[src/rtl/key_cond_pkg.sv]
// Shared types and constants for the push-button conditioning stage.
package key_cond_pkg;

  // Per-key debounce FSM states.
  typedef enum logic [1:0] {
    IDLE         = 2'd0,  // stable released
    PRESS_WAIT   = 2'd1,  // saw a press, waiting for it to stay stable
    PRESSED      = 2'd2,  // stable pressed
    RELEASE_WAIT = 2'd3   // saw a release, waiting for it to stay stable
  } key_state_t;

  // Default debounce window in milliseconds.
  localparam int DEBOUNCE_MS_DEFAULT = 10;

endpackage

[src/rtl/key_debounce_ch.sv]
// One key channel: a two-flop synchroniser, a debounce FSM with its own
// stability counter, and registered level/press/release/toggle outputs.
// The raw pin is active-low and the synchronised value is inverted, so
// s = 1 means "pressed". A change is accepted only after the new value has
// been seen for DEBOUNCE_CYCLES+1 consecutive synchronised samples: one to
// leave the stable state, then DEBOUNCE_CYCLES more in the wait state.
module key_debounce_ch
  import key_cond_pkg::*;
#(
  parameter int DEBOUNCE_CYCLES = 4
) (
  input  logic       clk_i,
  input  logic       rst_ni,
  input  logic       key_n_i,
  output logic       level_o,
  output logic       press_o,
  output logic       release_o,
  output logic       toggle_o,
  output logic [1:0] state_o
);

  localparam int CW = (DEBOUNCE_CYCLES > 2) ? $clog2(DEBOUNCE_CYCLES) : 1;
  localparam logic [CW-1:0] CNT_MAX = CW'(DEBOUNCE_CYCLES - 1);
  localparam logic [CW-1:0] CNT_ONE = CW'(1);

  logic          sync1_q, sync2_q;
  logic          s;
  key_state_t    state_q, state_d;
  logic [CW-1:0] cnt_q, cnt_d;
  logic          level_q, level_d;
  logic          press_q, press_d;
  logic          release_q, release_d;
  logic          toggle_q, toggle_d;

  // Two-stage synchroniser; both stages reset to the released pin value.
  always_ff @(posedge clk_i) begin
    if (!rst_ni) begin
      sync1_q <= 1'b1;
      sync2_q <= 1'b1;
    end else begin
      sync1_q <= key_n_i;
      sync2_q <= sync1_q;
    end
  end

  assign s = ~sync2_q;

  // Next-state, counter and output decode for the debounce FSM.
  always_comb begin
    state_d   = state_q;
    cnt_d     = cnt_q;
    level_d   = level_q;
    toggle_d  = toggle_q;
    press_d   = 1'b0;
    release_d = 1'b0;
    case (state_q)
      IDLE: begin
        if (s) begin
          state_d = PRESS_WAIT;
          cnt_d   = '0;
        end
      end
      PRESS_WAIT: begin
        if (!s) begin
          state_d = IDLE;
          cnt_d   = '0;
        end else if (cnt_q == CNT_MAX) begin
          state_d  = PRESSED;
          cnt_d    = '0;
          press_d  = 1'b1;
          level_d  = 1'b1;
          toggle_d = ~toggle_q;
        end else begin
          cnt_d = cnt_q + CNT_ONE;
        end
      end
      PRESSED: begin
        if (!s) begin
          state_d = RELEASE_WAIT;
          cnt_d   = '0;
        end
      end
      RELEASE_WAIT: begin
        if (s) begin
          state_d = PRESSED;
          cnt_d   = '0;
        end else if (cnt_q == CNT_MAX) begin
          state_d   = IDLE;
          cnt_d     = '0;
          release_d = 1'b1;
          level_d   = 1'b0;
        end else begin
          cnt_d = cnt_q + CNT_ONE;
        end
      end
      default: begin
        state_d = IDLE;
        cnt_d   = '0;
      end
    endcase
  end

  // FSM state, counter and registered outputs; reset wins over any debounce.
  always_ff @(posedge clk_i) begin
    if (!rst_ni) begin
      state_q   <= IDLE;
      cnt_q     <= '0;
      level_q   <= 1'b0;
      press_q   <= 1'b0;
      release_q <= 1'b0;
      toggle_q  <= 1'b0;
    end else begin
      state_q   <= state_d;
      cnt_q     <= cnt_d;
      level_q   <= level_d;
      press_q   <= press_d;
      release_q <= release_d;
      toggle_q  <= toggle_d;
    end
  end

  assign level_o   = level_q;
  assign press_o   = press_q;
  assign release_o = release_q;
  assign toggle_o  = toggle_q;
  assign state_o   = state_q;

endmodule

[src/rtl/key_conditioner.sv]
// Board push-button conditioner: one independent debounce channel per key.
// All outputs are registered inside the channels; nothing is combinational
// from KEY. key_state_dbg packs each channel's FSM state, key i in bits
// [2i+1:2i], for observation only.
module key_conditioner
  import key_cond_pkg::*;
#(
  parameter int EXT_CLOCK_FREQ  = 50000000,
  parameter int NUM_KEYS        = 2,
  parameter int DEBOUNCE_CYCLES = (EXT_CLOCK_FREQ / 1000) * DEBOUNCE_MS_DEFAULT
) (
  input  logic                  EXTCLK,
  input  logic                  RST_N,
  input  logic [NUM_KEYS-1:0]   KEY,
  output logic [NUM_KEYS-1:0]   key_level,
  output logic [NUM_KEYS-1:0]   key_press,
  output logic [NUM_KEYS-1:0]   key_release,
  output logic [NUM_KEYS-1:0]   key_toggle,
  output logic [2*NUM_KEYS-1:0] key_state_dbg
);

  // One debounce channel per key, fully independent of the others.
  for (genvar i = 0; i < NUM_KEYS; i++) begin : g_key
    key_debounce_ch #(
      .DEBOUNCE_CYCLES(DEBOUNCE_CYCLES)
    ) u_ch (
      .clk_i    (EXTCLK),
      .rst_ni   (RST_N),
      .key_n_i  (KEY[i]),
      .level_o  (key_level[i]),
      .press_o  (key_press[i]),
      .release_o(key_release[i]),
      .toggle_o (key_toggle[i]),
      .state_o  (key_state_dbg[2*i+1:2*i])
    );
  end

endmodule

[config.mk]
export PLATFORM = sky130hd
export DESIGN_NAME = key_conditioner
export DESIGN_NICKNAME = d
export VERILOG_FILES = /design/src/rtl/key_cond_pkg.sv /design/src/rtl/key_debounce_ch.sv /design/src/rtl/key_conditioner.sv
export SDC_FILE = /design/constraint.sdc
export NUM_CORES = 1
export LEC_CHECK = 0
export CORE_ASPECT_RATIO = 1.25
export CORE_UTILIZATION = 50
export CTS_BUF_LIST = sky130_fd_sc_hd__clkbuf_4
export CTS_CLUSTER_DIAMETER = 30
export DETAILED_ROUTE_END_ITERATION = 16
export GPL_ROUTABILITY_DRIVEN = 0
export GPL_TIMING_DRIVEN = 0
export HOLD_SLACK_MARGIN = 0.15
export PLACE_DENSITY_LB_ADDON = 0.1
export RECOVER_POWER = 100
export SETUP_SLACK_MARGIN = 0.15
export SYNTH_ARGS = -nofsm -noshare
export SYNTH_HDL_FRONTEND = slang
export SYNTH_SLANG_ARGS = --single-unit
[constraint.sdc]
create_clock -name EXTCLK -period 2.5 [get_ports EXTCLK]
set_input_delay 0.5 -clock EXTCLK [delete_from_list [all_inputs] [get_ports EXTCLK]]
set_output_delay 0.5 -clock EXTCLK [all_outputs]
set_load 0.03 [all_outputs]
## After elaboration in Yosys (flattened, before gate mapping)

Cells that the tools add are included.

| storage, ports and cells | value |
|---|---|
| register bits | 54 |
| input bits | 4 |
| output and inout port bits | 12 |
| logic and storage cells | 103 |

| cells by class | value |
|---|---|
| add/subtract/negate cells | 2 |
| equal/unequal tests | 24 |
| multiplexer cells | 38 |
| bitwise logic cells | 7 |
| reduce and logical (&&, ||, !) cells | 16 |

Operator list:

| operator | number |
|---|---|
| 19-bit two-way mux | 10 |
| 19-bit case mux with 4 select lines | 2 |
| 19-bit by 1-bit adder with 19-bit output (second input constant) | 2 |
| 19-bit == test (second input constant) | 2 |
| 2-bit two-way mux | 12 |
| 2-bit by 1-bit != test with 1-bit output (second input constant) | 8 |
| 2-bit case mux with 4 select lines | 2 |
| 3-bit AND reduction | 4 |
| 1-bit two-way mux | 10 |
| 5-bit AND reduction | 2 |
| 2-bit == test (second input constant) | 4 |
| 2-bit != test (second input constant) | 4 |
| 4-bit AND reduction | 2 |
| 1-bit inverter | 7 |
| 3-bit by 1-bit != test with 1-bit output (second input constant) | 2 |
| 3-bit != test (second input constant) | 2 |
| 3-bit OR reduction | 2 |
| 2-bit by 1-bit == test with 1-bit output (second input constant) | 2 |
| 2-bit logical NOT | 2 |
| 1-bit case mux with 2 select lines | 2 |
| 2-bit AND reduction | 2 |
| 2-bit nonzero test | 2 |

## Longest topological paths before layout

| logic depth | value |
|---|---|
| word-level depth | 4 |
| depth in mapped cells | 7 |
| gate-level depth less buffers | 6 |

## Modules after synthesis

Synthesis repeated with hierarchy kept, for this count alone.

| second synthesis, totals | value |
|---|---|
| cell total of the unflattened synthesis | 307 |
| area total of the unflattened synthesis | 2646.3 sq um |

By module, submodules not included:

| module | times used | cells each | area each (sq um) | sequential area each (sq um) |
|---|---|---|---|---|
| key_debounce_ch at g_key[0].u_ch | 1 | 150 | 1346.3 | 540.5 |
| key_debounce_ch at g_key[1].u_ch | 1 | 157 | 1300.0 | 540.5 |

## Worst setup path before layout

OpenSTA, ideal clock, no wires.

| path | value |
|---|---|
| path kind | register -> register |
| from | reg g_key[1].u_ch.cnt_q[5] |
| to | reg g_key[1].u_ch.level_q |
| setup time | 115 ps |
| arrival time | 1813 ps |
| slack | 573 ps |
| cell stages (with the launch flop) | 8 |
| cells stage by stage | dfxtp_1 -> buf_6 -> or4b_1 -> nor3_2 -> and4_1 -> buf_4 -> mux2_1 -> o21a_1 |

| between the ends | value |
|---|---|
| longest elaborated chain between the ends | 3 |
| elaborated cells on any way between the ends | 4 |

Ends and longest elaborated chain:

| what | RTL line | text |
|---|---|---|
| start: declaration | key_debounce_ch.sv:29 | `logic [CW-1:0] cnt_q, cnt_d;` |
| start signal: assignment | key_debounce_ch.sv:114 | `cnt_q <= cnt_d;` |
| 19-bit == test (*) | key_debounce_ch.sv:67, key_debounce_ch.sv:87 |  |
| 2-bit by 1-bit != test with 1-bit output (no source line) | n/a |  |
| 5-bit AND reduction (no source line) (*) | n/a |  |
| end signal: assignment | key_debounce_ch.sv:115 | `level_q <= level_d;` |
| end: declaration | key_debounce_ch.sv:30 | `logic level_q, level_d;` |

Every way passes the cells marked *; elsewhere a longest branch is shown, timed or not.
A chain may end at the register's enable or synchronous reset.

## Final worst setup path

Same ends and word-level chain as after synthesis.

==> reports/qor.txt <==
status -> completed
Starting Density -> 52.7%
Cells after Synth -> 314
GRT Resource Usage Total -> 20.5%
PortBufs -> 15
DRT iter0 DRCs -> 103
core area -> 5120 sq um
Post-synth EDFFs -> 0
via count -> 2240
post-synthesis sequential area ratio -> 40.1%
clk_skew -> 23.2 ps
Clock Sinks -> 54
total gr overflow -> 0
first-pass GRT wire length -> 9050 um
Die H -> 84.1 um
CP arrival -> 2570 ps
CTS tree -> built
synth unique cells -> 46
Pleak -> 0.00113 uW
Hold Buf Count CTS -> 0
dpl cells -> 391
Worst R2R Start -> g_key[1].u_ch.cnt_q[5]
final period utilization -> 91.2%
total negative slack -> 0 ps
H-tree depth -> 2
diode count -> 0
CP startpoint -> g_key[1].u_ch.cnt_q[5]
post-synth top area share -> 40.1%
Avg Cell Area, Syn -> 8.58 sq um
pins over their slew limit -> 0
Area Growth Syn to Fin -> 10.1%
number of setup buffers added after CTS -> 0
final std cells w/o fill -> 399
worst vdd ir -> 0.249 mV
full die area -> 5690 sq um
Max-Slew Margin vs Limit -> 57.1%
latest clock arrival within the worst-skew pair -> 370 ps
Detail Route Antenna Nets -> 0
FP Rows -> 29
Worst Setup Start Kind -> flop
commonest non-fill, non-tap cell in the layout -> dfxtp_1
Max Clock Freq -> 439 MHz
Synth Warn # -> 0
number of global-route vias before repair -> 2027
Die Wd -> 67.7 um
Hold Startpoint -> g_key[0].u_ch.sync1_q
post_cts resized -> 0
largest net degree at the start of global routing -> 17
largest fanout on the critical path -> 8
Worst-path clk slew -> 160 ps
router iterations before antenna repair -> 4
IO Pins -> 16
max_cap viols -> 0
routed len/inst -> 13.1 um
min Tclk post-route -> 2280 ps
residual DRC count -> 0
Vias/cell -> 5.61
Layout fillers -> 460
Worst EP required -> 2790 ps
Final Hold Violating Endpoints -> 0
# setup viols final -> 0
maximum root-to-sink buffer count -> 2
Total Wirelength -> 5220 um
Pwr Total -> 1310 uW
reg2reg setup slack -> 220 ps
top cell type by total area after synthesis -> dfxtp_1
endpoint class of the critical path -> flop
syn_nets -> 320
RSZ-0062 raised after global routing -> false
async set-reset flop share out of synthesis -> 0%
Syn Std Cell Area -> 2690 sq um
root buffer cell -> clkbuf_4
largest cells by area after synthesis -> dfxtp_1, mux2i_1, nand2_1, xnor2_1, nor2_1
cell area power density -> 443 nW/um^2
Setup CP Type -> reg -> reg
fin nets -> 342
highest-count cells in the layout ignoring fill and taps -> dfxtp_1, nand2_1, nor2_1
initial antenna violation count -> 0
worst slew pin tran -> 638 ps
FF+latch count, synth -> 54
share of post-route cells with drive strength above 1 -> 7.72%
ys flop type -> dfxtp_1
cts bufs inserted -> 5
DP HPWL -> 3840 um
Hold/Removal Path Class -> reg -> reg
==> state kept, by name (all words and copies together), names as in the netlist, named ones only <==
register              cells
g_key.u_ch.sync1_q        2
g_key.u_ch.level_o        2
g_key.u_ch.cnt_q         38
g_key.u_ch.press_o        2
g_key.u_ch.sync2_q        2
g_key.u_ch.state_o        2
g_key.u_ch.toggle_o       2
g_key.u_ch.release_o      2
==> report_power, final <==
| group | switching, uW | internal [uW] |
|---|---|---|
| clock network | 267 | 122 |
| logic | 35.4 | 21.6 |
| registers | 3.38 | 865 |
| total | 306 | 1010 |
==> path summary, 6_finish.rpt <==
check / to / cells after the start
min: g_key[0].u_ch.sync2_q / 1
min reg2reg: g_key[0].u_ch.sync2_q / 1
max reg2reg: g_key[1].u_ch.level_o / 7
max: g_key[1].u_ch.level_o / 7
==> Yosys cell counts, types with 8 or more instances <==
cell type and count:
buf_4 10, nor2_1 30, nor3_1 8, nand4_1 10, a21oi_1 17, dfxtp_1 54
xnor2_1 13, and3_1 11, nand2_1 32, a22o_1 9, mux2i_1 12, nand3_1 19
==> area by class of cell <==
class / count / area (sq um) / area share, %
inverter: 4 / 15.0 / 0.506
timing repair buffer: 15 / 150 / 5.06
buffer: 22 / 124 / 4.18
clock buffer: 6 / 45.0 / 1.52
multi-input combinational: 234 / 1460 / 49.2
tap: 62 / 77.6 / 2.62
clock inverter: 2 / 13.8 / 0.464
sequential: 54 / 1080 / 36.5
==> worst max-delay path, cell delays in order, from the launching register on <==
cell and delay, ps:
dfxtp_1 340, buf_6 130, or4b_1 500, nor3_1 250, and4_1 230, clkbuf_1 240
mux2_1 350, o21a_1 160
==> through the flow <==
step	area, sq um	hold slack, ps	setup slack, ps	utilization [%]
floorplan	2690	386	573	-
global placement	2920	388	169	57.1
detailed placement	2920	391	214	57.1
CTS	2980	427	388	58.3
global route	2970	452	117	58.0
finish	2970	426	220	58.0
==> layer usage <==
metal / vias up / track usage [%] / routed length [um]
met2: 31 / 35.9 / 2710
met1: 1028 / 23.6 / 2260
met4: 0 / 8.32 / 108
li1: 1170 / - / -
met5: - / 0 / 0
met3: 11 / 3.28 / 141
==> cell families (layout without fill, tap and decap cells) <==
logic type / Yosys count / in the layout / share of synthesized area, %
flip-flops: 54 / 54 / 40.1
buffers and inverters: 26 / 49 / 5.53
AND/OR/NAND/NOR: 150 / 150 / 29.8
XOR/XNOR: 15 / 15 / 4.88
adder cells (fa/ha/maj): 2 / 2 / 0.929
multiplexers: 15 / 15 / 5.71
AO/OA/AOI/OAI: 52 / 52 / 13.1
(Power assumes the default switching activity.)
